### config.mk
export PLATFORM = sky130hd
export DESIGN_NAME = obstacle_scheduler
export DESIGN_NICKNAME = d
export VERILOG_FILES = /design/src/rtl/obstacle_scheduler.sv
export SDC_FILE = /design/constraint.sdc
export NUM_CORES = 1
export LEC_CHECK = 0
export ABC_CLOCK_PERIOD_IN_PS = 5200
export CAP_MARGIN = 20
export CORE_MARGIN = 2
export CORE_UTILIZATION = 43
export CTS_BUF_LIST = sky130_fd_sc_hd__clkbuf_8 sky130_fd_sc_hd__clkbuf_16
export DETAILED_ROUTE_END_ITERATION = 8
export GPL_TIMING_DRIVEN = 0
export PLACE_DENSITY = 0.74
export SLEW_MARGIN = 5
export SYNTH_ARGS = -nofsm -noshare
export SYNTH_HDL_FRONTEND = slang
export SYNTH_SLANG_ARGS = --single-unit
export TNS_END_PERCENT = 1
### constraint.sdc
create_clock -name clk -period 5.2 [get_ports clk]
set_input_delay 1.04 -clock clk [delete_from_list [all_inputs] [get_ports clk]]
set_output_delay 1.04 -clock clk [all_outputs]
set_load 0.005 [all_outputs]
### src/rtl/obstacle_scheduler.sv
// Obstacle pool scheduler for Dino Run: spawns slots at the right edge, scrolls them
// left once per game tick, retires them at the left edge and ramps speed with passes.
module obstacle_scheduler #(
    parameter int NSLOTS         = 4,
    parameter int HACTIVE        = 1280,
    parameter int TICK_DIV       = 2000000,
    parameter int MIN_GAP        = 200,
    parameter int SPEED_INIT     = 1,
    parameter int SPEED_MAX      = 8,
    parameter int PASS_PER_LEVEL = 12
) (
    input  logic                  clk,
    input  logic                  reset,
    input  logic                  run,
    input  logic                  restart,
    output logic [NSLOTS-1:0]     slot_active,
    output logic [11*NSLOTS-1:0]  slot_x,
    output logic [2*NSLOTS-1:0]   slot_kind,
    output logic [3:0]            speed,
    output logic                  tick
);

    localparam int TCW = $clog2(TICK_DIV + 1);
    localparam int PCW = $clog2(PASS_PER_LEVEL + NSLOTS + 1);

    logic [TCW-1:0] tick_cnt;
    logic [PCW-1:0] pass_cnt;
    logic [9:0]     gap;
    logic [7:0]     lfsr;

    logic [NSLOTS-1:0]    act_n;
    logic [11*NSLOTS-1:0] x_n;
    logic [2*NSLOTS-1:0]  kind_n;
    logic [3:0]           speed_n;
    logic [PCW-1:0]       pass_n;
    logic [PCW-1:0]       retire_cnt;
    logic [PCW-1:0]       pass_sum;
    logic [9:0]           gap_n;
    logic [7:0]           lfsr_n;
    logic                 free_found;
    int                   spawn_idx;

    logic terminal;
    assign terminal = (tick_cnt == TCW'(TICK_DIV - 1));

    // Next state for one game tick; every decision uses the pre-tick slot state.
    always_comb begin
        act_n      = slot_active;
        x_n        = slot_x;
        kind_n     = slot_kind;
        speed_n    = speed;
        pass_n     = pass_cnt;
        gap_n      = gap;
        retire_cnt = '0;
        free_found = 1'b0;
        spawn_idx  = 0;
        lfsr_n     = {lfsr[6:0], lfsr[7] ^ lfsr[5] ^ lfsr[4] ^ lfsr[3]};

        for (int i = 0; i < NSLOTS; i++) begin
            if (!slot_active[i] && !free_found) begin
                free_found = 1'b1;
                spawn_idx  = i;
            end
        end

        for (int i = 0; i < NSLOTS; i++) begin
            if (slot_active[i]) begin
                if (slot_x[11*i +: 11] > {7'b0, speed}) begin
                    x_n[11*i +: 11] = slot_x[11*i +: 11] - {7'b0, speed};
                end else begin
                    act_n[i]   = 1'b0;
                    retire_cnt = retire_cnt + PCW'(1);
                end
            end
        end

        pass_sum = pass_cnt + retire_cnt;
        if (pass_sum >= PCW'(PASS_PER_LEVEL)) begin
            pass_n  = '0;
            speed_n = (speed < 4'(SPEED_MAX)) ? speed + 4'd1 : speed;
        end else begin
            pass_n  = pass_sum;
        end

        // A spawned slot was free this tick, so the motion loop above never touched it.
        if (gap == 10'd0) begin
            if (free_found) begin
                act_n[spawn_idx]          = 1'b1;
                x_n[11*spawn_idx +: 11]   = 11'(HACTIVE);
                kind_n[2*spawn_idx +: 2]  = lfsr[1:0];
                gap_n = 10'(MIN_GAP) + {2'b0, lfsr[7:2], 2'b0};
            end
        end else begin
            gap_n = (gap > {6'b0, speed}) ? gap - {6'b0, speed} : 10'd0;
        end
    end

    always_ff @(posedge clk or posedge reset) begin
        if (reset) begin
            slot_active <= '0;
            slot_x      <= '0;
            slot_kind   <= '0;
            speed       <= 4'(SPEED_INIT);
            tick        <= 1'b0;
            tick_cnt    <= '0;
            pass_cnt    <= '0;
            gap         <= '0;
            lfsr        <= 8'hA5;
        end else if (restart) begin
            slot_active <= '0;
            slot_x      <= '0;
            slot_kind   <= '0;
            speed       <= 4'(SPEED_INIT);
            tick        <= 1'b0;
            tick_cnt    <= '0;
            pass_cnt    <= '0;
            gap         <= '0;
        end else if (run) begin
            if (terminal) begin
                tick_cnt    <= '0;
                tick        <= 1'b1;
                slot_active <= act_n;
                slot_x      <= x_n;
                slot_kind   <= kind_n;
                speed       <= speed_n;
                pass_cnt    <= pass_n;
                gap         <= gap_n;
                lfsr        <= lfsr_n;
            end else begin
                tick_cnt    <= tick_cnt + TCW'(1);
                tick        <= 1'b0;
            end
        end else begin
            tick <= 1'b0;
        end
    end

endmodule

## Yosys cells after proc, flatten, opt, wreduce, memory -nomap -nowiden

Index checks and enable logic that the tools add are counted.

| word-level totals | value |
|---|---|
| bits in registers | 105 |
| input port bits | 4 |
| output and inout port bits | 61 |
| logic and storage cells | 136 |

| cells by class | value |
|---|---|
| add/subtract/negate cells | 14 |
| $mul | 1 |
| order comparisons | 9 |
| equal/unequal tests | 2 |
| shifts and indexed selects | 4 |
| mux-type cells | 71 |
| bitwise operators | 5 |
| reductions and logical operators | 21 |

Operator list:

| kind | count |
|---|---|
| 44-bit 2-to-1 mux | 5 |
| 11-bit 2-to-1 mux | 8 |
| 32-bit negation with 33-bit output | 2 |
| 32-bit 2-to-1 mux | 2 |
| 21-bit 2-to-1 mux | 3 |
| 10-bit 2-to-1 mux | 6 |
| 5-bit 2-to-1 mux | 10 |
| 44-bit bitwise mux | 1 |
| 11-bit by 4-bit > comparator with 1-bit output | 4 |
| 11-bit by 33-bit variable shift with 44-bit output (first input constant) | 1 |
| 11-bit by 33-bit indexed part select with 44-bit output (first input constant) | 1 |
| 11-bit by 4-bit subtractor with 11-bit output | 4 |
| 4-bit 2-to-1 mux | 10 |
| 8-bit 2-to-1 mux | 5 |
| 2-bit by 33-bit variable shift with 8-bit output (first input constant) | 1 |
| 2-bit by 33-bit indexed part select with 8-bit output | 1 |
| 32-bit by 1-bit >= comparator with 1-bit output (second input constant) | 1 |
| 32-bit by 4-bit less-than comparator with 1-bit output (second input constant) | 1 |
| 5-bit by 32-bit multiplier with 32-bit output (first input constant) | 1 |
| 21-bit by 1-bit adder with 21-bit output (second input constant) | 1 |
| 21-bit equality test (second input constant) | 1 |
| 1-bit 2-to-1 mux | 19 |
| 5-bit by 1-bit adder with 5-bit output (second input constant) | 3 |
| 2-bit nonzero test | 6 |
| other kinds (19) | 30 |

## Longest topological paths before layout

| depth | value |
|---|---|
| depth after elaboration | 19 |
| depth in mapped cells | 21 |
| depth with buffers taken out | 20 |

## Worst setup path before layout

OpenSTA, ideal clock, no wires.

| path | value |
|---|---|
| kind | register to register |
| start | register speed[1] |
| end | register speed[0] |
| setup time | 0.092 ns |
| arrival | 5.214 ns |
| data required time | 5.108 ns |
| setup slack | -0.106 ns |
| cell stages (with the launch flop) | 21 |
| buffers on the path | 2 |
| period minus slack after synthesis | 5.306 ns |
| cell sequence | dfrtp_1 > inv_1 > ha_1 > nor2b_1 > o311ai_0 > and3_1 > clkbuf_1 > ha_1 > a32o_1 > ha_1 > mux2_2 > ha_1 > mux2i_1 > fa_1 > nor2b_1 > o21ai_0 > and3_1 > a211oi_1 > clkbuf_1 > nor3_1 > or3b_2 |

| on the way | value |
|---|---|
| cells in the longest elaborated chain, start to end | 16 |
| elaborated cells on any way between the ends | 21 |
| those cells by class | add/sub: 4; order compare: 6; mux: 8; reduce/logical: 3 |

Ends and longest elaborated chain:

| item | RTL line | text |
|---|---|---|
| start: declaration | 19 | `output logic [3:0] speed,` |
| start signal: assignment | 103 | `speed <= 4'(SPEED_INIT);` |
| start signal: assignment | 113 | `speed <= 4'(SPEED_INIT);` |
| start signal: assignment | 125 | `speed <= speed_n;` |
| 11-bit by 4-bit > comparator with 1-bit output | 68 | `if (slot_x[11*i +: 11] > {7'b0, speed}) begin` |
| 1-bit 2-to-1 mux | 68 |  |
| 1-bit 2-to-1 mux | 67 | `if (slot_active[i]) begin` |
| 5-bit by 1-bit adder with 5-bit output | 72 | `retire_cnt = retire_cnt + PCW'(1);` |
| 5-bit 2-to-1 mux | 68 |  |
| 5-bit 2-to-1 mux | 67 |  |
| 5-bit by 1-bit adder with 5-bit output | 72 |  |
| 5-bit 2-to-1 mux | 68 |  |
| 5-bit 2-to-1 mux | 67 |  |
| 5-bit by 1-bit adder with 5-bit output | 72 |  |
| 5-bit 2-to-1 mux | 68 |  |
| 5-bit 2-to-1 mux | 67 |  |
| 5-bit adder | 77 | `pass_sum = pass_cnt + retire_cnt;` |
| 5-bit by 4-bit >= comparator with 1-bit output | 78 | `if (pass_sum >= PCW'(PASS_PER_LEVEL)) begin` |
| 2-bit nonzero test (no source line) | n/a |  |
| 4-bit AND reduction (no source line) (*) | n/a |  |

Every way passes the cells marked *; elsewhere a longest branch is shown, timed or not.
A chain may end at the register's enable or synchronous reset.

## Worst setup path in the final report

| path | value |
|---|---|
| start | register slot_x[15] |
| end | register speed[0] |

| on the way | value |
|---|---|
| cells in the longest elaborated chain, start to end | 13 |

Ends and longest elaborated chain:

| item | RTL line | text |
|---|---|---|
| start: declaration | 17 | `output logic [11*NSLOTS-1:0] slot_x,` |
| start signal: assignment | 123 | `slot_x <= x_n;` |
| 11-bit by 4-bit > comparator with 1-bit output (*) | 68 |  |
| 5-bit 2-to-1 mux (*) | 68 |  |
| 5-bit 2-to-1 mux (*) | 67 |  |
| 5-bit by 1-bit adder with 5-bit output | 72 |  |
| 5-bit 2-to-1 mux | 68 |  |
| 5-bit 2-to-1 mux (*) | 67 |  |
| 5-bit by 1-bit adder with 5-bit output | 72 |  |
| 5-bit 2-to-1 mux | 68 |  |
| 5-bit 2-to-1 mux (*) | 67 |  |
| 5-bit adder (*) | 77 |  |
| 5-bit by 4-bit >= comparator with 1-bit output (*) | 78 |  |
| 2-bit nonzero test (no source line) (*) | n/a |  |
| 4-bit AND reduction (no source line) (*) | n/a |  |

Marks and branches as above.

==> summary.txt <==
Power and ir drop
  • Pleak: 3.62 nW
  • Power per cell area: 177 nW/um2
  • Sequential power share: 0.536
  • Switch share: 0.246
  • Logic pwr share: 0.042
  • Clock share of power: 0.422
  • Worst vdd ir: about 0.16 mV
  • NetSw: 0.376 mW
  • Internal power: between 1 and 1.5 mW

Placed design
  • Placed Cells: 1137
  • RePlAce Congestion: 0.950
  • Post-DP HPWL: approximately 16000 um
  • Number of port buffers: 64
  • Placed cell area: roughly 8000 um2

Floorplanning
  • Num ports: between 60 and 70
  • Die Ht: 133 um
  • Core Footprint: roughly 16000 um2
  • Die ar.: 17800 um2
  • Die width: 133 um
  • Num rows: 47
  • Initial Util: 0.436

Finish
  • Layout cells sized above 1: 0.0909
  • Commonest non-fill, non-tap cell in the layout: dfrtp_1
  • Antenna Cells: 0
  • Syn-to-layout area delta: 20.4%
  • Net total in the final layout: ~990
  • Final Cell Area: 8650 um2
  • Filler cells: 1577
  • Fin cells: 1166
  • Commonest non-fill, non-tap cells in the layout: dfrtp_1, nand2_1, o21ai_0, clkdlybuf4s50_1, nor2_1

Detailed routing
  • Via Count: around 7200
  • ANT nets after route: 0
  • Final wirelength: 22400 um
  • Initial DRT Pass Iterations: 5
  • DRC Markers: 0
  • First-iteration detailed-routing DRC count: 840
  • Routed WL per cell: 19.2 um
  • Vias per std cell: 6.16

Clock tree
  • Root Buffer: clkbuf_16
  • Clock H-tree levels: 3
  • Sink Count: 105
  • TritonCTS clock tree: done
  • Clk buf depth: 2
  • Worst skew pair latency: 0.36 ns
  • Clk slew on worst S/H paths: 0.07 ns
  • Num CTS Buffers: 9

Critical path
  • Max incr delay on CP: 0.53 ns
  • Arrival time worst endpoint: ~5.4 ns
  • Critical path's top delay family: simple AND/OR/NAND/NOR gates
  • CP endpoint kind: flop
  • Worst Setup SP: slot_x[15]
  • WP buf/inv: 3
  • Worst-path cell chain: or4_4, buf_6, or4_4, a221o_2, inv_2, ha_1, a32o_2, ha_4, mux2_4, ha_4, mux2i_2, fa_2, nor2b_1, o21ai_1, and3_1, a211oi_2, clkbuf_8, nor3_1, or3b_4
  • Startpoint types: flop
  • WP data required: ~5.5 ns
  • Worst path slowest cell: or4_4
  • Reg2Reg Launch Point: slot_x[15]
  • Critical path class: reg -> reg
  • Maximum fanout along the worst path: 7

GRT
  • Total track usage: 0.253
  • Remaining global-route overflow: 0
  • First-pass GRT wire length: 35300 um
  • Largest net degree at the start of global routing: 60
  • Initial antenna violation count: 0
  • Vias in the first global route: 6597

Timing
  • Setup TNS: 0 ns
  • Hold slack: about 0.49 ns
  • Min Tclk post-route: 5.11 ns
  • Hold Vio Cnt, Final: 0
  • Max Clk Rate: 196 MHz
  • Worst slew margin: 0.350
  • Period utilization: 0.982
  • Layout Skew: 0.0119 ns
  • Final count of pins violating max slew: 0
  • Setup-failing EPs final: 0
  • Worst-Margin Slew: around 0.97 ns
  • RSZ-0062 raised after global routing: yes

Logic synthesis
  • Async S/R FF share, synth: 1.00
  • Post-synth EDFFs: 0
  • Number of distinct library cells after synthesis: 73
  • Syn avg cell area: around 8.4 um2
  • Flop and latch count out of synthesis: 105
  • Top_reg_cell synth: dfrtp_1
  • Yosys warns: 0
  • Seq/Total Area, Yosys: 0.367
  • Post-Syn Nets: 899
  • Post-Syn Area: 7190 um2
  • Mapped Cells: ~850

Min path
  • Hold crit path type: reg -> reg
  • Min-delay src: lfsr[7]

Job
  • Max_cap viols: 0

Status
  • Status: finished, final reports clean
## cell families (layout without fill, tap and decap cells)
logic type | count (synthesis) | count (layout) | synth area share
AO/OA/AOI/OAI | 250 | 250 | 0.223
XOR/XNOR | 32 | 32 | 0.0390
adder cells (fa/ha/maj) | 43 | 43 | 0.0811
buffers and inverters | 80 | 174 | 0.0428
flip-flops | 105 | 105 | 0.367
multiplexers | 6 | 6 | 0.00923
AND/OR/NAND/NOR | 336 | 336 | 0.238
## sequential cells by signal, indices dropped and copies added, names as in the netlist
register     flops
tick_cnt        21
slot_x          44
gap             10
speed            4
lfsr             8
slot_kind        8
tick             1
pass_cnt         5
slot_active      4
## stage by stage
stage / worst slack [ns] / power, mW / util
global route: -0.0244 / 1.58 / 0.525
CTS: 0.0105 / 1.54 / 0.519
global placement: -0.720 / 0.895 / 0.492
floorplan: 0.0409 / 0.873 / -
detailed placement: -0.790 / 0.899 / 0.494
finish: 0.0925 / 1.53 / 0.525
## power by group through the flow
| stage | logic, mW | registers, mW | clock network [mW] |
|---|---|---|---|
| 5_1_grt | 0.0715 | 0.820 | 0.685 |
| 3_3_place_gp | 0.0590 | 0.836 | 0 |
| 6_report | 0.0649 | 0.820 | 0.645 |
| 2_1_floorplan | 0.0369 | 0.836 | 0 |
| 3_5_place_dp | 0.0632 | 0.836 | 0 |
| 4_1_cts | 0.0645 | 0.820 | 0.655 |
## what timing repair did
| item | in CTS | in global routing |
|---|---|---|
| hold buffers | 0 | 0 |
| resized for setup | 16 | 16 |
| buffers inserted | 10 | 4 |
| setup endpoints to repair | 8 | 8 |
| pin swaps | 3 | 11 |
## worst paths after layout
path | to | slack (ns) | cells past startpoint
max in group asynchronous | lfsr[5] | 3.25 | 3
worst max-delay path | speed[0] | 0.09 | 19
worst min register to register | lfsr[7] | 0.49 | 2
worst max register to register | speed[0] | 0.09 | 19
min in group asynchronous | tick_cnt[15] | 1.18 | 2
worst min-delay path | lfsr[7] | 0.49 | 2
## layer usage
metal	global-route usage	vias up	part of all wire
met1	0.355	3444	0.43
met5	0	-	0
met4	0.116	0	0.036
met3	0.0400	57	0.086
li1	-	3326	-
met2	0.386	355	0.45
## tightest hold or removal path, stage by stage, from the launching register on
cell and delay [ns]:
dfstp_2 0.39, nand2_1 0.06, nand2_1 0.04
## cells in the mapped netlist, types with 5 or more instances
cell type / count / area [um2]
or3_1: 11 / 68.8
dfstp_2: 5 / 131
nand4_1: 23 / 144
fa_1: 6 / 120
nor4_1: 12 / 75.1
and3_1: 12 / 75.1
a31oi_1: 13 / 81.3
xnor2_1: 13 / 114
xor2_1: 19 / 166
inv_1: 42 / 158
a21oi_1: 62 / 310
ha_1: 37 / 463
buf_2: 6 / 30.0
nand2b_1: 9 / 56.3
dfrtp_1: 100 / 2500
nand2_1: 88 / 330
a32o_1: 5 / 50.1
o21ai_0: 67 / 335
clkbuf_1: 29 / 109
nor3_1: 32 / 160
a21o_1: 11 / 82.6
o21a_1: 9 / 67.6
a22o_1: 7 / 61.3
o211ai_1: 8 / 60.1
nor2_1: 63 / 236
o22ai_1: 9 / 56.3
nor2b_1: 10 / 62.6
nand3_1: 38 / 190
o31ai_1: 17 / 128
or4_1: 5 / 37.5
## area by class of cell
class | instances | area (um2) | area share
sequential | 105 | 2640 | 0.305
buffer | 37 | 163 | 0.0188
tap | 220 | 275 | 0.0318
clock inverter | 7 | 40.0 | 0.00463
multi-input combinational | 667 | 4360 | 0.504
clock buffer | 9 | 225 | 0.0260
timing repair buffer | 79 | 777 | 0.0898
inverter | 42 | 171 | 0.0198
Note: power is estimated with default switching activity, not from simulation.
